### src/rtl/riscv_pkg.sv
// Shared definitions for the integer pipeline stages: default widths,
// the hard-wired zero register address and common data typedefs.
package riscv_pkg;

    localparam int XLEN       = 32;
    localparam int REGS_WIDTH = 5;

    typedef logic [REGS_WIDTH-1:0] reg_addr_t;
    typedef logic [XLEN-1:0]       xlen_t;

    localparam reg_addr_t REG_ZERO = '0;

endpackage

### src/rtl/reg_bank.sv
// Integer register storage: one synchronous write port, two asynchronous
// read ports, asynchronous clear, entry 0 permanently reading zero.
module reg_bank #(
    parameter int XLEN       = riscv_pkg::XLEN,
    parameter int REGS_WIDTH = riscv_pkg::REGS_WIDTH
) (
    input  logic                  clk_i,
    input  logic                  resetn_i,
    input  logic                  we_i,
    input  logic [REGS_WIDTH-1:0] waddr_i,
    input  logic [XLEN-1:0]       wdata_i,
    input  logic [REGS_WIDTH-1:0] raddr1_i,
    output logic [XLEN-1:0]       rdata1_o,
    input  logic [REGS_WIDTH-1:0] raddr2_i,
    output logic [XLEN-1:0]       rdata2_o
);

    localparam int NREGS = 2 ** REGS_WIDTH;

    logic [XLEN-1:0] mem_q [NREGS];

    // NOTE: this array is built from flops, so it can take the asynchronous
    // clear; a RAM macro could not, and would need a sweep-clear instead.
    always_ff @(posedge clk_i or negedge resetn_i) begin
        if (!resetn_i) begin
            for (int i = 0; i < NREGS; i++) begin
                mem_q[i] <= '0;
            end
        end else if (we_i && (waddr_i != '0)) begin
            mem_q[waddr_i] <= wdata_i;
        end
    end

    assign rdata1_o = (raddr1_i == '0) ? '0 : mem_q[raddr1_i];
    assign rdata2_o = (raddr2_i == '0) ? '0 : mem_q[raddr2_i];

endmodule

### src/rtl/reg_writeback.sv
// Write-back stage: qualifies commits into the register bank, serves two
// registered read ports with write bypass, and counts committed writes.
module reg_writeback
    import riscv_pkg::*;
#(
    parameter int XLEN       = riscv_pkg::XLEN,
    parameter int REGS_WIDTH = riscv_pkg::REGS_WIDTH
) (
    input  logic                  clk_i,
    input  logic                  resetn_i,
    input  logic                  halt_i,
    input  logic [REGS_WIDTH-1:0] rd_addr_i,
    input  logic                  rd_write_en_i,
    input  logic [XLEN-1:0]       rd_data_i,
    input  logic [REGS_WIDTH-1:0] rs1_addr_i,
    input  logic                  rs1_read_en_i,
    input  logic [REGS_WIDTH-1:0] rs2_addr_i,
    input  logic                  rs2_read_en_i,
    output logic [XLEN-1:0]       rs1_data_o,
    output logic [XLEN-1:0]       rs2_data_o,
    output logic [31:0]           wb_count_o
);

    localparam logic [REGS_WIDTH-1:0] ZERO_ADDR = REGS_WIDTH'(REG_ZERO);

    logic            commit;
    logic [XLEN-1:0] bank_rd1, bank_rd2;
    logic [XLEN-1:0] rs1_data_d, rs1_data_q;
    logic [XLEN-1:0] rs2_data_d, rs2_data_q;
    logic [31:0]     wb_count_d, wb_count_q;

    // Halt deliberately does not gate this: in-flight instructions must retire.
    assign commit = rd_write_en_i && (rd_addr_i != ZERO_ADDR);

    reg_bank #(
        .XLEN       (XLEN),
        .REGS_WIDTH (REGS_WIDTH)
    ) u_bank (
        .clk_i    (clk_i),
        .resetn_i (resetn_i),
        .we_i     (commit),
        .waddr_i  (rd_addr_i),
        .wdata_i  (rd_data_i),
        .raddr1_i (rs1_addr_i),
        .rdata1_o (bank_rd1),
        .raddr2_i (rs2_addr_i),
        .rdata2_o (bank_rd2)
    );

    // NOTE: every signal driven here gets a default first, so no path can
    // leave it unassigned and infer a latch.
    always_comb begin
        rs1_data_d = rs1_data_q;
        rs2_data_d = rs2_data_q;
        wb_count_d = wb_count_q + (commit ? 32'd1 : 32'd0);

        if (rs1_read_en_i && !halt_i) begin
            if (rs1_addr_i == ZERO_ADDR)                 rs1_data_d = '0;
            else if (commit && (rd_addr_i == rs1_addr_i)) rs1_data_d = rd_data_i;
            else                                         rs1_data_d = bank_rd1;
        end

        if (rs2_read_en_i && !halt_i) begin
            if (rs2_addr_i == ZERO_ADDR)                 rs2_data_d = '0;
            else if (commit && (rd_addr_i == rs2_addr_i)) rs2_data_d = rd_data_i;
            else                                         rs2_data_d = bank_rd2;
        end
    end

    // NOTE: state registers use non-blocking assignments so every flop
    // samples the pre-edge value of every other flop.
    always_ff @(posedge clk_i or negedge resetn_i) begin
        if (!resetn_i) begin
            rs1_data_q <= '0;
            rs2_data_q <= '0;
            wb_count_q <= '0;
        end else begin
            rs1_data_q <= rs1_data_d;
            rs2_data_q <= rs2_data_d;
            wb_count_q <= wb_count_d;
        end
    end

    assign rs1_data_o = rs1_data_q;
    assign rs2_data_o = rs2_data_q;
    assign wb_count_o = wb_count_q;

endmodule

### config.mk
export PLATFORM = sky130hd
export DESIGN_NAME = reg_writeback
export DESIGN_NICKNAME = d
export VERILOG_FILES = /design/src/rtl/riscv_pkg.sv /design/src/rtl/reg_bank.sv /design/src/rtl/reg_writeback.sv
export SDC_FILE = /design/constraint.sdc
export NUM_CORES = 2
export LEC_CHECK = 0
export CAP_MARGIN = 0
export CORE_ASPECT_RATIO = 1.75
export CORE_MARGIN = 4
export CORE_UTILIZATION = 28
export CTS_CLUSTER_DIAMETER = 40
export CTS_CLUSTER_SIZE = 25
export DETAILED_ROUTE_END_ITERATION = 8
export SETUP_SLACK_MARGIN = 0.3
export SLEW_MARGIN = 10
export SYNTH_ARGS = -nofsm -noshare
export SYNTH_HDL_FRONTEND = slang
export SYNTH_SLANG_ARGS = --single-unit
### constraint.sdc
create_clock -name clk_i -period 2.28 [get_ports clk_i]
set_input_delay 0.228 -clock clk_i [delete_from_list [all_inputs] [get_ports clk_i]]
set_output_delay 0.228 -clock clk_i [all_outputs]
set_load 0.01 [all_outputs]
After elaboration in Yosys (flattened, before gate mapping)
Index checks and enable logic that the tools add are counted.
{"block": "word_totals", "input_bits": 53, "word_cells": 70, "ff_bits": 1120}
{"block": "classes", "bitwise": 3, "eq_ne": 2, "magnitude_cmp": 4, "reduce_logical": 11, "muxes": 14, "add_sub_neg": 1}
{"operator": "$bwmux W1024", "n": 1}
{"operator": "$bmux W32 S5", "n": 2}
{"operator": "$mux W32", "n": 9}
{"operator": "$demux W32 S5", "n": 1}
{"operator": "$add A32 B1 Y32", "n": 1}
{"operator": "$ge A6 B6 Y1 const B", "n": 3}
{"operator": "$not A5 Y6", "n": 3}
{"operator": "$eq A5 B5 Y1", "n": 2}
{"operator": "$logic_not A5 Y1", "n": 2}
{"operator": "$logic_and A1 B1 Y1", "n": 7}
{"operator": "$lt A6 B1 Y1 const B", "n": 1}
{"operator": "$reduce_bool A5 Y1", "n": 1}
{"operator": "$logic_not A1 Y1", "n": 1}
{"operator": "$mux W1", "n": 1}

Logic depth before layout (Yosys ltp)
{"block": "depth", "depth_word": 6, "ltp_mapped": 11, "ltp_nobuf": 10}

Hierarchy
Synthesis repeated with hierarchy kept, for this count alone.
{"block": "hier_totals", "hier_cells": 4137, "hier_area_um2": 59574.6}
{"module": "reg_bank", "instances": 1, "cells_per_inst": 3624, "seq_area_each_um2": 25624.6, "area_per_inst_um2": 54444.7}
{"module": "reg_writeback", "instances": 1, "cells_per_inst": 513, "seq_area_each_um2": 2402.3, "area_per_inst_um2": 5129.9}

Worst setup path after synthesis
OpenSTA, ideal clock, no wires.
{"block": "synth_path", "path_kind": "input to register", "startpoint": "in rs1_addr_i[2]", "endpoint": "reg rs1_data_q[19] (netlist: rs1_data_o[19])", "arrival_ns": 1.930, "setup_slack_ns": 0.206, "stages": 7, "required_ns": 2.136, "path_buffers": 3, "path_cell_list": "buf_2 > clkbuf_1 > buf_1 > mux4_2 > mux4_2 > inv_1 > o221ai_1"}
{"block": "synth_between", "elab_chain_cells": 6, "word_cells_on_any_way": 9, "cone_classes": "eq/ne: 1; mux: 5; bitwise: 1; reduce/logical: 2"}
{"element": "start: declaration", "line": "reg_writeback.sv:15", "rtl": "input logic [REGS_WIDTH-1:0] rs1_addr_i,"}
{"element": "$not A5 Y6 (implied by the code)", "line": "reg_bank.sv:34", "rtl": "assign rdata1_o = (raddr1_i == '0) ? '0 : mem_q[raddr1_i];"}
{"element": "$bmux W32 S5", "line": "reg_bank.sv:34"}
{"element": "$mux W32 (implied by the code) (2 in a row)", "line": "reg_bank.sv:34"}
{"element": "$mux W32", "line": "reg_writeback.sv:59", "rtl": "else if (commit && (rd_addr_i == rs1_addr_i)) rs1_data_d = rd_data_i;"}
{"element": "$mux W32 (*)", "line": "reg_writeback.sv:58", "rtl": "if (rs1_addr_i == ZERO_ADDR) rs1_data_d = '0;"}
{"element": "end signal: assignment", "line": "reg_writeback.sv:78", "rtl": "rs1_data_q <= rs1_data_d;"}
{"element": "end: declaration", "line": "reg_writeback.sv:28", "rtl": "logic [XLEN-1:0] rs1_data_d, rs1_data_q;"}
Every way passes the cells marked *; elsewhere a longest branch is shown, timed or not. The select of a mux whose other input is x is not followed.
A chain may end at the register's enable or synchronous reset.

Worst setup path after layout
{"block": "layout_path", "startpoint": "reg wb_count_q[2] (netlist: wb_count_o[2])", "endpoint": "out wb_count_o[2]"}
{"element": "start: declaration", "line": "reg_writeback.sv:30", "rtl": "logic [31:0] wb_count_d, wb_count_q;"}
{"element": "start signal: assignment", "line": "reg_writeback.sv:80", "rtl": "wb_count_q <= wb_count_d;"}
{"element": "end: declaration", "line": "reg_writeback.sv:21", "rtl": "output logic [31:0] wb_count_o"}
No word-level cell between the ends.

==> results.py <==
metrics = {
    "die": {
        "coreArea_mm2": 0.205,
        "die_area_mm2": 0.213,
        "chipHeight_um": 608,
        "start_util_pct": 28.1,
        "die-width_um": 351,
        "rows": 220,
        "io_pins": 149,
    },
    "route": {
        "drc": 0,
        "drt_iter0_drc": 2564,
        "wl_um": 192000,
        "via_per_inst": 5.45,
        "wire_per_inst_um": 29.0,
        "drt.antenna.violating_nets": 0,
        "dr.pass1.iters": 5,
        "vias": 36100,
    },
    "place": {
        "hpwl_um": 126000,
        "globalplace.congestion": 0.805,
        "placed_area_mm2": 0.0653,
        "port_buffers": 148,
        "pre_cts_slack_ns": -0.398,
        "dp_cells": 6404,
    },
    "setup_path": {
        "reg2reg_setup_slack_ns": 0.47,
        "path_class": "flop to output port",
        "cp_top_family": "buffers and inverters",
        "worstPathRequired_ns": 2.05,
        "cp-start-kind": "flop",
        "critPathMaxFanout": 6,
        "crit_slowest_cell": "clkdlybuf4s50_1",
        "cp_data_arrival_time_ns": 1.69,
        "critical_path_buf_inv_count": 1,
        "cp_cell_sequence": "clkdlybuf4s50_1",
        "crit_path_end_kind": "output port",
        "cpPeakStageDelay_ns": 0.57,
    },
    "final_layout": {
        "synthToLayoutAreaGrowth_pct": 20.0,
        "stdcell_count": 6617,
        "fillers": 19500,
        "drive_gt1_share_pct": 55.8,
        "fin_area_mm2": 0.0692,
        "nets": 3911,
        "fin_util_pct": 33.7,
    },
    "sta": {
        "setup_tns_ns": 0,
        "finalMaxSlewViolations": 0,
        "finClkSkew_ns": 0.0500,
        "slew_headroom_pct": 31.6,
        "max_freq_mhz": 522,
        "hold_viol_final": 0,
        "setup_slack_ns": 0.363,
        "tightest_slew_ns": 1.02,
        "rsz0062_at_grt": "false",
        "fin_crit_sh_pct": 84.1,
        "layout_min_cycle_time_ns": 1.92,
        "hold_ws_ns": 0.0729,
        "setup_viol": 0,
    },
    "grt": {
        "grt-ovfl-total": 0,
        "grt_pass1_vias": 39200,
        "antenna_found_initial": 8,
        "grt_start_max_net_pins": 112,
        "track_usage_pct": 17.8,
        "grt_pass1_wl_um": 279000,
    },
    "synthesis": {
        "yosys_warnings": 0,
        "synthXorXnorAreaFrac_pct": 0.608,
        "synth-compound-area-share_pct": 3.83,
        "synthMuxAreaShare_pct": 41.9,
        "synthAdderAreaFrac_pct": 0.0651,
        "synth-main-ff-cell": "dfrtp_1",
        "synth-edff-count": 0,
        "async_flop_share_pct": 100,
        "synthesis.nets": 3717,
        "synth_top_family_by_area": "multiplexers",
        "ys_seq_area_share_pct": 48.6,
        "synth-seq-cells": 1120,
        "ys_types": 41,
        "synth.avg_cell_area_um2": 15.7,
        "netlist_instances": 3661,
        "netlist_area_mm2": 0.0576,
        "yosys.area_share.simple_pct": 1.57,
    },
    "pwr": {
        "ir_drop_mv": 0.645,
        "p_leak_nw": 29.2,
        "p_total_mw": 58.7,
        "power.density_mw_per_mm2": 848,
    },
    "job": {
        "maxCapViolations": 0,
    },
    "clock_network": {
        "cts_buffer_depth": 3,
        "htree_levels": 3,
        "clk_latency_ns": 0.74,
        "clk_pin_slew_ns": 0.08,
        "root_buffer": "clkbuf_16",
        "cts_tree": "yes",
        "cts.sinks": 1120,
        "cts_buffers": 107,
    },
    "status": {
        "status": "completed",
    },
    "worst_hold_path": {
        "hp-class": "input pin to asynchronous set/reset pin",
    },
}
[layout by cell type, fill, tap and decap left out, types with 7 or more instances in the layout]
cell type        instances
a22o_1                 128
a22oi_1                 64
buf_12                 131
buf_4                  225
bufinv_16                8
clkbuf_16              107
clkdlybuf4s50_1         56
clkinv_8                16
clkinvlp_4              10
dfrtp_1               1099
dfrtp_2                 21
dlygate4sd2_1           81
inv_1                   65
inv_12                   7
inv_6                   23
inv_8                   10
mux2_2                 988
mux4_2                 576
nand2_1                 13
nand2_2                  9
nand3_1                 14
nand4_1                  9
nor2_1                  72
nor2_4                  18
o221ai_1                63
xnor2_1                 32
xor2_1                   8
[final timing paths]
path,start,end,depth (start not counted)
max in group asynchronous,resetn_i,rs1_data_o[3]$_DFFE_PN0P_,3
worst max register to register,u_bank.mem_q[283]$_DFFE_PN0P_,rs2_data_o[27]$_DFFE_PN0P_,4
worst max-delay path,wb_count_o[2]$_DFF_PN0_,wb_count_o[2],1
min in group clk_i,rs2_addr_i[2],rs2_data_o[2]$_DFFE_PN0P_,5
worst min register to register,u_bank.mem_q[1003]$_DFFE_PN0P_,u_bank.mem_q[1003]$_DFFE_PN0P_,0
worst min-delay path,resetn_i,u_bank.mem_q[361]$_DFFE_PN0P_,2
[where the power goes]
| part | internal [mW] | switching [mW] |
|---|---|---|
| clock network | 10.3 | 9.45 |
| registers | 23.7 | 2.95 |
| logic | 7.58 | 4.76 |
| total | 41.5 | 17.2 |
[cells by family after synthesis]
| family | after synthesis |
|---|---|
| xor+xnor | 40 |
| flops | 1120 |
| compound gates | 259 |
| fa+ha+maj | 3 |
| simple gates | 190 |
| mux | 1568 |
| buf+inv | 481 |
[worst register-to-register path, delay by kind of cell (launching register included)]
family | cells | cell delay [ns]
AOI/OAI and AO/OA | 1 | 0.13
buffers and inverters | 1 | 0.16
DFF | 1 | 0.39
muxes | 2 | 0.99
[layer usage]
layer | global-route usage, % | up-vias | wire, um
li1 | - | 14600 | -
met1 | 21.2 | 20000 | 73100
met2 | 31.3 | 1031 | 99000
met3 | 3.09 | 419 | 10000
met4 | 7.91 | 6 | 9490
met5 | 0 | - | 41
[state kept, by name, summed over array words and instances (netlist names)]
signal,cells
rs2_data_o,32
rs1_data_o,32
u_bank.mem_q,1024
wb_count_o,32
[timing repair]
item / 4_1_cts / 5_1_grt
hold buffers: 1 / 0
hold endpoints to repair: 617 / 0
resized for setup: 103 / 3
setup endpoints to repair: 89 / 4
buffers inserted: 5 / 0
[cell type report]
type	count	area [um2]	area share, %
Clock buffer	115	2760	3.99
Multi-Input combinational cell	2060	27900	40.4
Clock inverter	87	1160	1.67
Timing Repair Buffer	501	5690	8.23
Inverter	65	244	0.353
Tap cell	2664	3330	4.82
Antenna cell	5	12.5	0.0181
Sequential cell	1120	28100	40.5
[synthesized netlist by cell type, drive strengths merged, types with 2 or more instances]
library cell | count | area share, %
nand2 | 25 | 0.16
xnor2 | 32 | 0.49
dfrtp | 1120 | 49
ha | 3 | 0.065
nand4 | 9 | 0.098
and4 | 3 | 0.046
a22o | 128 | 1.9
mux4 | 576 | 23
o221ai | 64 | 0.98
nand4b | 3 | 0.046
o21ai | 2 | 0.017
a22oi | 64 | 0.83
nor2 | 91 | 0.59
nor4 | 3 | 0.033
clkbuf | 269 | 1.8
nor2b | 8 | 0.087
or4 | 2 | 0.026
xor2 | 8 | 0.12
nor3b | 2 | 0.026
nand3 | 16 | 0.14
buf | 147 | 1.3
nand3b | 2 | 0.026
mux2 | 992 | 19
and3 | 3 | 0.033
nor3 | 6 | 0.052
inv | 65 | 0.42
and2b | 2 | 0.028
and2 | 6 | 0.065
or2b | 2 | 0.028
nand2b | 4 | 0.043
or3 | 2 | 0.022
(Power assumes the default switching activity.)
